--- src/rtl/mux_sched_pkg.sv ---
// Shared sizes and types for the three-way round-robin operand scheduler.
package mux_sched_pkg;
  localparam int N_REQ  = 3;
  localparam int DATA_W = 3;

  typedef logic [1:0] req_idx_t;

  // Select value that routes the zero pad of the shared mux.
  localparam req_idx_t SEL_ZERO = 2'd3;
endpackage

--- src/rtl/mux3_3.sv ---
// Three-source, 3-bit mux; select value 3 yields zero.
module mux3_3 (
  input  logic [8:0] a,
  input  logic [1:0] s,
  output logic [2:0] y
);
  always_comb begin
    y = 3'd0;
    case (s)
      2'd0:    y = a[2:0];
      2'd1:    y = a[5:3];
      2'd2:    y = a[8:6];
      default: y = 3'd0;
    endcase
  end
endmodule

--- src/rtl/rr_pick3.sv ---
// Combinational round-robin picker: searches last+1, last+2, last+3 (mod 3).
module rr_pick3
  import mux_sched_pkg::*;
(
  input  logic [2:0] valid_i,
  input  req_idx_t   last_i,
  output req_idx_t   winner_o,
  output logic       any_o
);
  // Mod-3 increment done as a 2-bit compare, so an index never reaches 3.
  function automatic req_idx_t inc3(input req_idx_t x);
    return (x >= 2'd2) ? 2'd0 : req_idx_t'(x + 2'd1);
  endfunction

  req_idx_t cand1, cand2, cand3;

  assign cand1 = inc3(last_i);
  assign cand2 = inc3(cand1);
  assign cand3 = inc3(cand2);
  assign any_o = |valid_i;

  always_comb begin
    winner_o = cand3;
    if (valid_i[cand1])      winner_o = cand1;
    else if (valid_i[cand2]) winner_o = cand2;
    else                     winner_o = cand3;
  end
endmodule

--- src/rtl/mux3_rr_sched.sv ---
// Round-robin sharing of one mux3_3 between three valid/ready requesters,
// with a single-entry output register that can refill in the cycle it drains.
module mux3_rr_sched
  import mux_sched_pkg::*;
(
  input  logic                      clk,
  input  logic                      rst,
  input  logic [N_REQ-1:0]          in_valid,
  input  logic [N_REQ*DATA_W-1:0]   in_data,
  output logic [N_REQ-1:0]          in_ready,
  output logic                      out_valid,
  input  logic                      out_ready,
  output logic [DATA_W-1:0]         out_data,
  output logic [1:0]                out_src,
  output logic [1:0]                mux_sel
);
  logic              out_valid_q, out_valid_d;
  logic [DATA_W-1:0] out_data_q,  out_data_d;
  req_idx_t          out_src_q,   out_src_d;
  req_idx_t          last_grant_q, last_grant_d;

  req_idx_t          winner;
  logic              any_raw;
  logic              any_req;
  logic              load;
  logic [DATA_W-1:0] mux_y;

  rr_pick3 u_pick (
    .valid_i  (in_valid),
    .last_i   (last_grant_q),
    .winner_o (winner),
    .any_o    (any_raw)
  );

  // Requests are ignored while reset is held so nothing is granted then.
  assign any_req = any_raw & rst;
  assign load    = !out_valid_q || out_ready;
  assign mux_sel = any_req ? winner : SEL_ZERO;

  always_comb begin
    in_ready = '0;
    if (load && any_req) in_ready = 3'(3'b001 << winner);
  end

  mux3_3 u_mux (
    .a (in_data),
    .s (mux_sel),
    .y (mux_y)
  );

  always_comb begin
    out_valid_d  = out_valid_q;
    out_data_d   = out_data_q;
    out_src_d    = out_src_q;
    last_grant_d = last_grant_q;
    if (load) begin
      if (any_req) begin
        out_valid_d  = 1'b1;
        out_data_d   = mux_y;
        out_src_d    = winner;
        last_grant_d = winner;
      end else begin
        out_valid_d  = 1'b0;
      end
    end
  end

  // last_grant resets to 2 so requester 0 holds first priority.
  always_ff @(posedge clk or negedge rst) begin
    if (!rst) begin
      out_valid_q  <= 1'b0;
      out_data_q   <= '0;
      out_src_q    <= 2'd0;
      last_grant_q <= 2'd2;
    end else begin
      out_valid_q  <= out_valid_d;
      out_data_q   <= out_data_d;
      out_src_q    <= out_src_d;
      last_grant_q <= last_grant_d;
    end
  end

  assign out_valid = out_valid_q;
  assign out_data  = out_data_q;
  assign out_src   = out_src_q;
endmodule
--- config.mk ---
export PLATFORM = sky130hd
export DESIGN_NAME = mux3_rr_sched
export DESIGN_NICKNAME = d
export VERILOG_FILES = /design/src/rtl/mux_sched_pkg.sv /design/src/rtl/mux3_3.sv /design/src/rtl/rr_pick3.sv /design/src/rtl/mux3_rr_sched.sv
export SDC_FILE = /design/constraint.sdc
export NUM_CORES = 1
export LEC_CHECK = 0
export ABC_CLOCK_PERIOD_IN_PS = 2050
export CORE_MARGIN = 3
export CORE_UTILIZATION = 36
export CTS_BUF_LIST = sky130_fd_sc_hd__clkbuf_16
export DETAILED_ROUTE_END_ITERATION = 8
export HOLD_SLACK_MARGIN = 0.12
export PLACE_DENSITY = 0.76
export SLEW_MARGIN = 20
export SYNTH_ARGS = -nofsm -noshare
export SYNTH_HDL_FRONTEND = slang
export SYNTH_HIERARCHICAL = 1
export SYNTH_SLANG_ARGS = --single-unit
--- constraint.sdc ---
create_clock -name clk -period 2.05 [get_ports clk]
set_clock_uncertainty 0.05 [all_clocks]
set_input_delay 0.41 -clock clk [delete_from_list [all_inputs] [get_ports clk]]
set_output_delay 0.41 -clock clk [all_outputs]
set_load 0.01 [all_outputs]
==> metrics.csv <==
stage,metric,value,unit
outcome,status,finished clean,
final_layout,n_antenna_cell,0,
sta,tns,0,ps
critical_path,cp_cell_sequence,"clkdlybuf4s50_1, nand2b_4, nand3_4, nor3b_2, clkdlybuf4s15_1",
grt,grt_pass1_vias,460,
clock_network,clock_tree.root_cell,clkbuf_16,
grt,antenna_found_initial,0,
sta,worst_slew_pin_slew,233.9,ps
sta,post-route-period-util,96.69,%
clock_network,cts_inserted_buffers,3,
clock_network,path_clk_slew,40,ps
critical_path,worst-path-stages,5,
sta,finalSetupViolCount,0,
critical_path,rr_startpoint,out_src[0],
floorplan,core_area,1156,um^2
drt,wirelength,1276,um
yosys,synth_edf_count,0,
final_layout,drive_gt1_share,48.10,%
sta,relSlewSlack,84.40,%
critical_path,critPathLaunchType,input port,
sta,drv_slew,0,
drt,drc,0,
power_and_ir_drop,p_leak,0.4168,nW
critical_path,path_class,in2out,
clock_network,clock_sinks,7,
yosys,synth_ff_type,dfrtp_1,
critical_path,critPathMaxFanout,4,
clock_network,clockBufferDepth,2,
critical_path,setup.worst_path.start,out_ready,
yosys,synth_cells,41,
yosys,yosysWarnings,6,
yosys,syn_nets,56,
critical_path,r2r_cells,7,
final_layout,fillCellCount,79,
sta,rsz0062_at_grt,true,
grt,grt_start_max_net_pins,8,
floorplan,die-area,1764,um^2
placement,dp_hpwl,973.3,um
floorplan,rows,12,
placement,placedCellCount,87,
min_path,hp-class,in2async,
floorplan,io_pins,26,
grt,overflow,0,
critical_path,cp_num_buf_inv,2,
power_and_ir_drop,max-vdd-ir-drop,0.0009373,V
yosys,avgSynthCellArea,11.38,um^2
yosys,synth_area,466.7,um^2
critical_path,required,1590,ps
yosys,synth_cell_type_count,21,
floorplan,die_w,42.01,um
yosys,netlist_top_cells_area,"dfrtp_1 32%, mux2_4 9.7%, mux2i_1 8.6%",
critical_path,slowest_delay,450,ps
yosys,yosysMostFrequentCell,dfrtp_1,
yosys,synth_seq_cells,7,
clock_network,clock_latency,230,ps
yosys,synth_top_area_share,32.17,%
clock_network,h-tree-depth,1,
critical_path,reg2reg_to,out_data[2],
drt,wire_per_inst,13.72,um
final_layout,final_area,895.9,um^2
drt,via_count,438,
placement,port_buffers,25,
drt,drt-initial-drc-count,0,
final_layout,stdcell_count,93,
placement,placedInstanceArea,787.0,um^2
sta,hold_viol_final,0,
power_and_ir_drop,p_per_area,1103,nW/um^2
critical_path,cp_slowest_cell,clkdlybuf4s50_1,
drt,vias_per_cell,4.710,
final_layout,final_util,77.49,%
run,maxCapViolations,0,
floorplan,start_util,40.37,%
drt,drt.antenna.violating_nets,0,
floorplan,die_height,42.01,um
critical_path,cp.arrival,1520,ps
sta,fmax,504.5,MHz
drt,first_pass_iters,1,
critical_path,r2r_slack,120,ps
critical_path,critPathCaptureType,primary output,
yosys,ys_async_sr_fraction,100.0,%
critical_path,cp-endpoint,in_ready[2],
critical_path,crit_family,buffers and inverters,
placement,place_congestion,0.7000,
sta,final.min_clock_period,1982,ps
yosys,netlist_top_cells_count,"6 x dfrtp_1, 4 x mux2i_1",
clock_network,cts_tree,built,
final_layout,area_growth,91.96,%
yosys,synth_top_area_cell,dfrtp_1,
grt,track_usage,16.70,%
grt,grt_pass1_wl,2187,um
final_layout,nNetsFinal,95,
yosys,ys_seq_area_share,37.80,%
[area by class of cell]
type,instances,area [um^2],share of cell area [%]
Multi-Input combinational cell,32,316.6,35.34
Timing Repair Buffer,35,302.8,33.80
Sequential cell,7,176.4,19.69
Clock buffer,3,75.07,8.380
Tap cell,14,17.52,1.955
Clock inverter,1,3.754,0.4190
Inverter,1,3.754,0.4190
[routing by layer]
metal  global-route usage, %  part of all wire [%]
met4                   7.692                   2.0
met3                   3.863                   3.8
met2                   28.70                    52
met1                   19.36                    42
met5                       0                     0
[kinds of logic (layout without fill, tap and decap cells)]
| group | count (synthesis) | count (layout) | synth area share, % |
|---|---|---|---|
| compound gates | 6 | 6 | 8.847 |
| flops | 7 | 7 | 37.80 |
| buf+inv | 2 | 40 | 2.413 |
| mux | 10 | 10 | 25.47 |
| simple gates | 16 | 16 | 25.47 |
[power breakdown]
group / leakage (nW) / switching [mW] / internal, mW / total (mW)
logic: 0.289 / 0.165 / 0.264 / 0.429
clock network: 0.0423 / 0.0708 / 0.253 / 0.324
registers: 0.0855 / 0.0412 / 0.194 / 0.235
[placed cells by master (no fill, tap or decap), drive strengths merged]
cell / netlist / routed
o21ai: 3 / 3
buf: 1 / 11
clkbuf: 0 / 6
nand3: 1 / 1
dfstp: 1 / 1
or2: 2 / 2
nand2: 3 / 3
inv: 1 / 2
mux2i: 4 / 4
or3: 1 / 1
dlygate4sd2: 0 / 2
nor3: 1 / 1
o2bb2ai: 3 / 3
nor2: 2 / 2
clkdlybuf4s15: 0 / 3
mux2: 6 / 6
nand2b: 1 / 1
clkdlybuf4s50: 0 / 16
nor3b: 2 / 2
nor2b: 2 / 2
nand3b: 1 / 1
dfrtp: 6 / 6
[worst register-to-register path, delay by kind of cell (launching register included)]
kind	cells	cell delay [ps]
simple gates	2	480
mux	2	500
buf+inv	1	150
compound gates	2	240
flops	1	380
[sequential cells by signal (all words and copies together) (netlist names)]
name	count
out_src	2
last_grant_q	1
out_valid	1
out_data	3
[what timing repair did]
action | 4_1_cts | 5_1_grt
setup buffers | 1 | 1
gates resized for setup | 23 | 9
hold buffers | 0 | 0
setup endpoints to repair | 8 | 7
hold endpoints to repair | 0 | 0
pin swaps | 2 | 1
[worst min path at each step]
stage,start,to,slack [ps],depth (start not counted)
after detailed placement,out_src[1],out_src[1],450,1
after floorplan,rst,out_data[0],60,0
after global placement,out_src[1],out_src[1],440,1
after CTS,rst,out_src[1],290,2
after global routing,rst,out_src[1],320,2
final,rst,out_src[1],290,2
[through the flow]
stage	hold slack [ps]	total power, mW	worst slack [ps]
4_1_cts	290.1	0.9777	25.84
2_1_floorplan	64.41	0.4147	201.1
6_report	290.7	0.9879	67.79
3_5_place_dp	447.9	0.6244	-652.7
5_1_grt	318.6	1.045	-12.95
3_3_place_gp	442.9	0.6159	-621.2
Power figures use the tool's default switching activity.
